===== config.mk =====
export PLATFORM = sky130hd
export DESIGN_NAME = mag_seq
export DESIGN_NICKNAME = d
export VERILOG_FILES = /design/src/rtl/mag_seq.sv
export SDC_FILE = /design/constraint.sdc
export NUM_CORES = 1
export LEC_CHECK = 0
export ABC_AREA = 1
export BUFFER_PORTS_ARGS = -buffer_cell sky130_fd_sc_hd__buf_2
export CAP_MARGIN = 5
export CORE_MARGIN = 2
export CORE_UTILIZATION = 40
export CTS_BUF_LIST = sky130_fd_sc_hd__clkbuf_4
export DETAILED_ROUTE_END_ITERATION = 10
export PLACE_DENSITY_LB_ADDON = 0.08
export SLEW_MARGIN = 20
export SYNTH_ARGS = -nofsm -noshare
export SYNTH_HDL_FRONTEND = slang
export SYNTH_SLANG_ARGS = --single-unit
export TNS_END_PERCENT = 30

===== constraint.sdc =====
create_clock -name clk -period 4.2 [get_ports clk]
set_input_delay 0.84 -clock clk [delete_from_list [all_inputs] [get_ports clk]]
set_output_delay 0.84 -clock clk [all_outputs]
set_load 0.02 [all_outputs]

===== src/rtl/mag_seq.sv =====
`timescale 1ns/1ps
// mag_seq: multi-cycle magnitude comparator, one DIGIT-wide slice per cycle,
// most-significant slice first, stopping at the first differing slice.
// Optional two's-complement mode via offset-binary conversion at capture.
//
// Ports:
//   clk, rst        clock; asynchronous active-high reset
//   start           request a compare (accepted only in IDLE)
//   is_signed       1 = two's-complement compare, sampled with start
//   A, B            operands, sampled with start
//   busy            high while comparing
//   done            one-cycle pulse, flags valid in that cycle
//   AgtB/AeqB/AltB  result flags, held until the next accepted start
//   ndig            digits examined for the last result
module mag_seq #(
    parameter int unsigned WIDTH = 16,
    parameter int unsigned DIGIT = 4
) (
    input  logic                                  clk,
    input  logic                                  rst,
    input  logic                                  start,
    input  logic                                  is_signed,
    input  logic [WIDTH-1:0]                      A,
    input  logic [WIDTH-1:0]                      B,
    output logic                                  busy,
    output logic                                  done,
    output logic                                  AgtB,
    output logic                                  AeqB,
    output logic                                  AltB,
    output logic [$clog2(WIDTH/DIGIT+1)-1:0]      ndig
);

    localparam int unsigned NDIG = WIDTH / DIGIT;
    localparam int unsigned IW   = (NDIG > 1) ? $clog2(NDIG) : 1;
    localparam int unsigned NW   = $clog2(NDIG + 1);

    typedef enum logic [1:0] {
        IDLE = 2'd0,
        CMP  = 2'd1,
        DONE = 2'd2
    } state_t;

    state_t           state_q, state_d;
    logic [WIDTH-1:0] a_q, a_d;
    logic [WIDTH-1:0] b_q, b_d;
    logic [IW-1:0]    idx_q, idx_d;
    logic [NW-1:0]    ndig_d;
    logic             gt_d, eq_d, lt_d;
    logic             busy_d, done_d;
    logic [DIGIT-1:0] sl_a, sl_b;

    // Current digit of each captured operand.
    assign sl_a = DIGIT'(a_q >> (32'(idx_q) * DIGIT));
    assign sl_b = DIGIT'(b_q >> (32'(idx_q) * DIGIT));

    // Next-state and next-output logic.
    always_comb begin
        state_d = state_q;
        a_d     = a_q;
        b_d     = b_q;
        idx_d   = idx_q;
        ndig_d  = ndig;
        gt_d    = AgtB;
        eq_d    = AeqB;
        lt_d    = AltB;

        case (state_q)
            IDLE: begin
                if (start) begin
                    a_d = A;
                    b_d = B;
                    // Flipping the sign bit maps two's-complement order onto unsigned order.
                    if (is_signed) begin
                        a_d[WIDTH-1] = ~A[WIDTH-1];
                        b_d[WIDTH-1] = ~B[WIDTH-1];
                    end
                    gt_d    = 1'b0;
                    eq_d    = 1'b0;
                    lt_d    = 1'b0;
                    ndig_d  = '0;
                    idx_d   = IW'(NDIG - 1);
                    state_d = CMP;
                end
            end
            CMP: begin
                ndig_d = ndig + NW'(1);
                if (sl_a > sl_b) begin
                    gt_d    = 1'b1;
                    state_d = DONE;
                end else if (sl_a < sl_b) begin
                    lt_d    = 1'b1;
                    state_d = DONE;
                end else if (idx_q == '0) begin
                    eq_d    = 1'b1;
                    state_d = DONE;
                end else begin
                    idx_d = idx_q - IW'(1);
                end
            end
            DONE: begin
                state_d = IDLE;
            end
            default: begin
                state_d = IDLE;
            end
        endcase

        busy_d = (state_d == CMP);
        done_d = (state_d == DONE);
    end

    // State and output registers.
    always_ff @(posedge clk or posedge rst) begin
        if (rst) begin
            state_q <= IDLE;
            a_q     <= '0;
            b_q     <= '0;
            idx_q   <= IW'(NDIG - 1);
            ndig    <= '0;
            AgtB    <= 1'b0;
            AeqB    <= 1'b0;
            AltB    <= 1'b0;
            busy    <= 1'b0;
            done    <= 1'b0;
        end else begin
            state_q <= state_d;
            a_q     <= a_d;
            b_q     <= b_d;
            idx_q   <= idx_d;
            ndig    <= ndig_d;
            AgtB    <= gt_d;
            AeqB    <= eq_d;
            AltB    <= lt_d;
            busy    <= busy_d;
            done    <= done_d;
        end
    end

endmodule


* After elaboration in Yosys (flattened, before gate mapping)
Index checks and enable logic that the tools add are counted.
** Storage, ports and cells
- Input bits :: 36
- Logic and storage cells :: 61
- Output and inout port bits :: 8
- Bits in registers :: 44
** Operators by class
- Shifts and indexed selects :: 2
- $lt $le $gt $ge :: 2
- Add/sub/neg operators :: 2
- Muxes and demuxes :: 24
- Bitwise logic cells :: 2
- Reduce and logical (&&, ||, !) cells :: 9
- Equal/unequal tests :: 10
** Operators by type and width (count)
- 16-bit by 4-bit >> shifter with 4-bit output :: 2
- 2-bit 2-to-1 mux :: 8
- 2-bit != test, second input constant :: 7
- 5-bit AND reduction :: 2
- 1-bit 2-to-1 mux :: 9
- 2-bit one-hot mux with 2 select lines :: 2
- 1-bit one-hot mux with 2 select lines :: 3
- 3-bit one-hot mux with 2 select lines :: 1
- 2-bit by 1-bit equality test with 1-bit output, second input constant :: 2
- 4-bit greater-than comparator :: 1
- 2-bit zero test :: 2
- 4-bit less-than comparator :: 1
- 2-bit AND reduction :: 2
- 4-bit AND reduction :: 1
- 3-bit by 1-bit adder with 3-bit output, second input constant :: 1
- 3-bit 2-to-1 mux :: 1
- 3-bit AND reduction :: 1
- 2-bit equality test, second input constant :: 1
- 1-bit NOT :: 2
- 2-bit nonzero test :: 1
- 2-bit by 1-bit subtractor with 2-bit output, second input constant :: 1

* Longest topological paths before layout
Gate-level depths: netlist of the first run.
- Depth after elaboration :: 6
- Mapped depth :: 15
- Depth with buffers taken out :: 15

* Worst setup path after synthesis of the first run
OpenSTA, ideal clock, no wires.
- Path kind :: register to register
- From :: register idx_q[0]
- To :: register AeqB
- Buffers on the path :: 1
- Clock period less this slack :: 1.981 ns
- Setup time :: 0.121 ns
- Stages on the path, launching flop included :: 12
- Arrival :: 1.860 ns
- Data required time :: 4.079 ns
- Setup slack :: 2.219 ns
- Cell sequence :: dfstp_2 -> inv_1 -> buf_2 -> o21ai_0 -> o22ai_1 -> ha_1 -> a21oi_1 -> nand2_1 -> nand2_1 -> nand2_1 -> o21bai_1 -> nand2_1
** Between the ends
- Longest elaborated chain between the ends :: 4
- Elaborated cells on any way between the ends :: 9
- Classes of those cells :: order compare (2); eq/ne (3); shift (2); reduce/logical (2)
** Ends and longest elaborated chain
- start, declared :: RTL line 46 : logic [IW-1:0] idx_q, idx_d;
- start signal, assigned :: RTL line 118 : idx_q <= IW'(NDIG - 1);
- start signal, assigned :: RTL line 129 : idx_q <= idx_d;
- 16-bit by 4-bit >> shifter with 4-bit output, on equally long branches :: RTL line 53, 54
- 4-bit less-than comparator / 4-bit greater-than comparator (equally long branches) :: RTL line 90, 87
- 2-bit != test (no source line)
- 5-bit AND reduction (no source line) (*)
- end signal, assigned :: RTL line 132 : AeqB <= eq_d;
- end, declared :: RTL line 28 : output logic AeqB,
Mark *: on every way between the ends. The rest lies on a longest branch, timed or not.
A chain may end at the register's enable or synchronous reset.

* Final worst setup path of the first run
Same ends and word-level chain as after synthesis.

==> impl_metrics.json, run 1 <==
{
  "outcome": "finished, final reports clean",
  "io_buffers": 43,
  "chipHeight_um": 76.7,
  "io_pins": 44,
  "globalRoute.totalOverflow": 0,
  "grt_first_pass_wirelength_mm": 7.72,
  "ys_warn_count": 0,
  "layout-drive-gt1-share": 0.203,
  "synth.cell_area_um2": 2120,
  "numCtsBuffers": 5,
  "end_kind": "register",
  "period_needed_ps": 2460,
  "wl_mm": 4.32,
  "netlist.area_leader.share": 0.497,
  "postCtsSetupBuffers": 0,
  "synth_top_family_by_area": "simple AND/OR/NAND/NOR gates",
  "post-route-drc-count": 0,
  "yosys.area_share.simple": 0.267,
  "start_util": 0.414,
  "hold_viol": 0,
  "synth_mux_area_frac": 0,
  "finalCritPeriodShare": 0.585,
  "utilization": 0.469,
  "slew_viol_final": 0,
  "yosys.area.top_type": "dfrtp_1",
  "die_w_um": 76.7,
  "nNetsFinal": 342,
  "hpwl_mm": 2.97,
  "grt_pass1_vias": 1651,
  "pwr-share-comb": 0.466,
  "cp-start-kind": "register",
  "clock_latency_ps": 350,
  "path_clk_slew_ps": 120,
  "first_pass_iters": 4,
  "diodes": 0,
  "ant_nets": 0,
  "drt-initial-drc-count": 88,
  "maxCapViolCount": 0,
  "critPathMaxFanout": 22,
  "placed_area_um2": 2340,
  "cts_buffer_depth": 2,
  "postSynthAreaPerCell_um2": 8.17,
  "irDropWorstVdd_uv": 270,
  "std_cell_rows": 26,
  "p_total_mw": 1.84,
  "core_area_um2": 5110,
  "viasPerCell": 4.59,
  "synth_compound_area_frac": 0.0934,
  "setup_viol": 0,
  "post_synth_inst_count": 259,
  "worst_ep_arrival_time_ps": 2710,
  "synthAdderAreaFrac": 0.0355,
  "root_buffer": "clkbuf_4",
  "syn_to_final_growth_pct": 13.2,
  "p_int_mw": 1.02,
  "cts_hold_buf": 0,
  "grt_max_degree": 45,
  "antenna_found_initial": 0,
  "clock_sinks": 44,
  "gp_congestion": 0.810,
  "cts_tree": "done",
  "critPathKind": "reg -> reg",
  "finalSetupTns_ps": 0,
  "cts_max_level": 2,
  "holdPathStages": 2,
  "r2r_cells": 10,
  "cts_resized": 0,
  "fin_area_um2": 2390,
  "seq_area_frac_synth": 0.522,
  "p_seq_frac": 0.421,
  "fmax_mhz": 407,
  "worstPathRequired_ps": 4450,
  "wl_per_cell_um": 11.6,
  "synth_seq_cells": 44,
  "pwr-share-clk": 0.114,
  "synth_nets": 301,
  "netSwitchingPower_mw": 0.820,
  "hold_path_class": "reg -> reg",
  "yosysUniqueCellTypes": 21,
  "grt_usage": 0.163,
  "vias": 1702,
  "finClkSkew_ps": 6.86,
  "slew_headroom": 0.522,
  "rsz0062_at_grt": "no",
  "synth_area_leaders": "dfrtp_1, nand2_1, o21ai_0, ha_1, nor2_1",
  "total_leakage_power_nw": 1.32,
  "tightest_slew_ps": 714,
  "powerDensity_nw_per_um2": 769,
  "synthXorXnorAreaFrac": 0.0124,
  "die_area_um2": 5890,
  "p_sw_frac": 0.446
}
==> cell type report <==
type	count	area (µm²)
Fill cell	539	2710
Sequential cell	44	1100
Multi-Input combinational cell	189	865
Timing Repair Buffer	44	223
Tap cell	70	87.6
Inverter	16	60.1
Clock buffer	7	52.6
Clock inverter	1	3.75
==> cell families after synthesis <==
kind of cell | Yosys count
AND/OR/NAND/NOR | 142
flip-flops | 44
AO/OA/AOI/OAI | 38
buffers and inverters | 26
adder cells (fa/ha/maj) | 6
XOR/XNOR | 3
==> cells in the final DEF, fill, tap and decap left out <==
master    netlist  routed
a21oi_1         6       6
buf_2           4      43
buf_4           0       1
clkbuf_4        0       7
clkinv_1        1       3
dfrtp_1        42      42
dfstp_2         2       2
ha_1            6       6
inv_1          13      12
inv_2           2       2
nand2_1       112     112
nand2_2         2       2
nand2_4         1       1
nand3_1         4       4
nand3_2         2       2
nor2_1         20      20
nor2_2          1       1
o21ai_0        25      25
o21ai_1         2       2
o21bai_1        1       1
o22ai_1         4       4
xnor2_1         3       3
==> worst paths after layout <==
check,start,endpoint,slack (ps)
worst max-delay path,idx_q[0],AeqB,1740
worst min register to register,a_q[7],a_q[7],490
max in group asynchronous,rst,a_q[9],3210
worst min-delay path,a_q[7],a_q[7],490
worst max register to register,idx_q[0],AeqB,1740
min in group asynchronous,rst,a_q[3],590
==> metrics by stage <==
step	std cells	hold WS [ps]	setup WS [ps]
after floorplan	259	444	2220
after global placement	363	461	1850
after detailed placement	363	462	1790
after CTS	371	494	1750
after global routing	371	507	1390
final	371	490	1740
==> metal layers <==
metal  vias to the layer above  part of all wire  track usage
li1                        894                 -            -
met1                       772              0.51        0.237
met2                        30              0.44        0.238
met3                         6             0.040       0.0412
met4                         0             0.014       0.0545
met5                         -                 0            0
==> state kept, by name, summed over array words and instances (netlist names) <==
signal / flops
AltB: 1
state_q: 2
b_q: 16
a_q: 16
done: 1
AeqB: 1
busy: 1
AgtB: 1
ndig: 3
idx_q: 2
==> synth_stat cells <==
master / number
a21oi_1: 6
buf_2: 4
buf_6: 6
clkinv_1: 1
dfrtp_1: 42
dfstp_2: 2
ha_1: 6
inv_1: 13
inv_2: 2
nand2_1: 112
nand2_2: 2
nand2_4: 1
nand3_1: 4
nand3_2: 2
nor2_1: 20
nor2_2: 1
o21ai_0: 25
o21ai_1: 2
o21bai_1: 1
o22ai_1: 4
xnor2_1: 3
==> critical path, cell delays in order, from the launching register on <==
cell and delay (ps):
dfstp_2 740, inv_1 260, o21ai_0 220, o22ai_1 100, ha_1 320, a21oi_1 230
nand2_1 120, nand2_1 100, nand2_1 70, o21bai_1 120, nand2_1 70
==> power groups by stage <==
stage	sequential [mW]	clock (mW)	combinational [mW]
after floorplan	0.761	0	0.699
after global placement	0.784	0	0.853
after detailed placement	0.782	0	0.863
after CTS	0.776	0.219	0.868
after global routing	0.807	0.236	1.03
final	0.774	0.209	0.857
No activity file was read; power rests on OpenSTA's default activity.
==> run 2: changes to the inputs <==
clock period = 2.6 ns   (was 4.2 ns; I/O delays follow)
==> impl_metrics.json, run 2 (synthesis results as in run 1) <==
{
  "outcome": "finished, final reports clean",
  "p_seq_frac": 0.390,
  "die_area_um2": 5890,
  "grt_usage": 0.164,
  "finalSetupTns_ps": 0,
  "nNetsFinal": 344,
  "p_total_mw": 3.11,
  "vias": 1710,
  "finClkSkew_ps": 19.6,
  "crit_chain": "clkinv_1 -> o21ai_0 -> o22ai_1 -> ha_1 -> a21oi_1 -> nand2_1 -> nand2_1 -> nand2_1 -> o21bai_1 -> nand2_1",
  "netSwitchingPower_mw": 1.35,
  "ant_nets": 0,
  "place_inst": 365,
  "finalCritPeriodShare": 0.880,
  "total_leakage_power_nw": 1.35,
  "die_w_um": 76.7,
  "clock_sinks": 44,
  "cp-start-kind": "register",
  "cp-startpoint": "idx_q[1]",
  "root_buffer": "clkbuf_4",
  "r2r-start": "idx_q[1]",
  "numCtsBuffers": 5,
  "pwr-share-comb": 0.470,
  "std_cell_rows": 26,
  "cts_tree": "done",
  "grt_first_pass_wirelength_mm": 7.67,
  "grt_max_degree": 45,
  "io_pins": 44,
  "drt-initial-drc-count": 109,
  "start_util": 0.414,
  "layout_common_cells": "nand2_1, buf_2, dfrtp_1",
  "viasPerCell": 4.58,
  "wl_per_cell_um": 12.0,
  "globalRoute.totalOverflow": 0,
  "gp_congestion": 0.752,
  "cts_hold_buf": 0,
  "slew_viol_final": 0,
  "final_cells": 373,
  "path_clk_slew_ps": 140,
  "worstPathRequired_ps": 2850,
  "end_kind": "register",
  "crit_path_end": "AeqB",
  "setup_viol": 0,
  "utilization": 0.479,
  "rsz0062_at_grt": "no",
  "postCtsSetupBuffers": 0,
  "grt_pass1_vias": 1645,
  "irDropWorstVdd_uv": 478,
  "cts_buffer_depth": 2,
  "powerDensity_nw_per_um2": 1270,
  "slew_headroom": 0.642,
  "critPathKind": "reg -> reg",
  "layout-drive-gt1-share": 0.211,
  "r2r_end": "AeqB",
  "maxCapViolCount": 0,
  "antenna_found_initial": 0,
  "cpMostUsedCell": "nand2_1",
  "reg.largest.list": "a_q: 16 flops, b_q: 16 flops, ndig: 3 flops",
  "period_needed_ps": 2290,
  "p_sw_frac": 0.436,
  "chipHeight_um": 76.7,
  "clock_latency_ps": 360,
  "hpwl_mm": 3.13,
  "cts_resized": 0,
  "r2r_slack_ps": 310,
  "tightest_slew_ps": 536,
  "hold_viol": 0,
  "r2r_cells": 10,
  "post-route-drc-count": 0,
  "core_area_um2": 5110,
  "pwr-share-clk": 0.140,
  "first_pass_iters": 4,
  "p_int_mw": 1.75,
  "hold_path_class": "in -> async",
  "cts_max_level": 2,
  "worst_ep_arrival_time_ps": 2540,
  "io_buffers": 43,
  "syn_to_final_growth_pct": 15.6,
  "cpPeakStageDelay_ps": 620,
  "fmax_mhz": 437,
  "final_common_cell": "nand2_1",
  "critPathMaxFanout": 10,
  "diodes": 0,
  "wl_mm": 4.48,
  "slowest_stage": "dfstp_2"
}
[run 2: changes by cell type in the layout (fill, tap and decap cells not counted)]
cell,previous run,this run
buf_12,0,1
buf_4,1,2
bufinv_16,0,1
clkbuf_4,7,6
clkinv_1,3,2
clkinv_2,0,1
[run 2: power by group through the flow]
stage                     Combinational, mW  Clock, mW  Sequential, mW
after floorplan                        1.13          0            1.23
after global placement                 1.45          0            1.23
after detailed placement               1.47          0            1.23
after CTS                              1.48      0.447            1.22
after global routing                   1.71      0.477            1.25
final                                  1.46      0.437            1.21
[run 2: cell type report]
type	instances	area (µm²)
sequential	44	1100
multi-input combinational	189	865
clock inverter	2	35.0
timing repair buffer	46	250
inverter	16	60.1
clock buffer	6	45.0
tap	70	87.6
fill	537	2660
[run 2: worst max-delay path: cells and delay by family, from the launching register on]
kind,cells,cell delay (ps)
AOI/OAI and AO/OA,4,620
adders and majority gates,1,310
buffers and inverters,1,280
DFF,1,620
and+or+nand+nor,4,350
[run 2: layer usage]
layer  up-vias  wire (µm)  track usage
met5         -          0            0
met4         0         65       0.0491
met3         6        166       0.0435
met2        31       1970        0.246
met1       775       2280        0.232
li1        898          -            -
[run 2: per-stage QoR]
stage | setup WS (ps) | hold WS [ps] | cell area, µm²
2_1_floorplan | 619 | 444 | 2120
3_3_place_gp | 440 | 464 | 2370
3_5_place_dp | 411 | 463 | 2370
4_1_cts | 351 | 160 | 2450
5_1_grt | 135 | 182 | 2450
6_report | 313 | 169 | 2450
[run 2: worst min path at each step]
stage	to	cells past startpoint	slack (ps)
4_1_cts	a_q[8]	3	160
2_1_floorplan	a_q[10]	2	440
5_1_grt	a_q[8]	3	180
3_3_place_gp	a_q[6]	2	460
6_report	b_q[9]	3	170
3_5_place_dp	a_q[6]	2	460
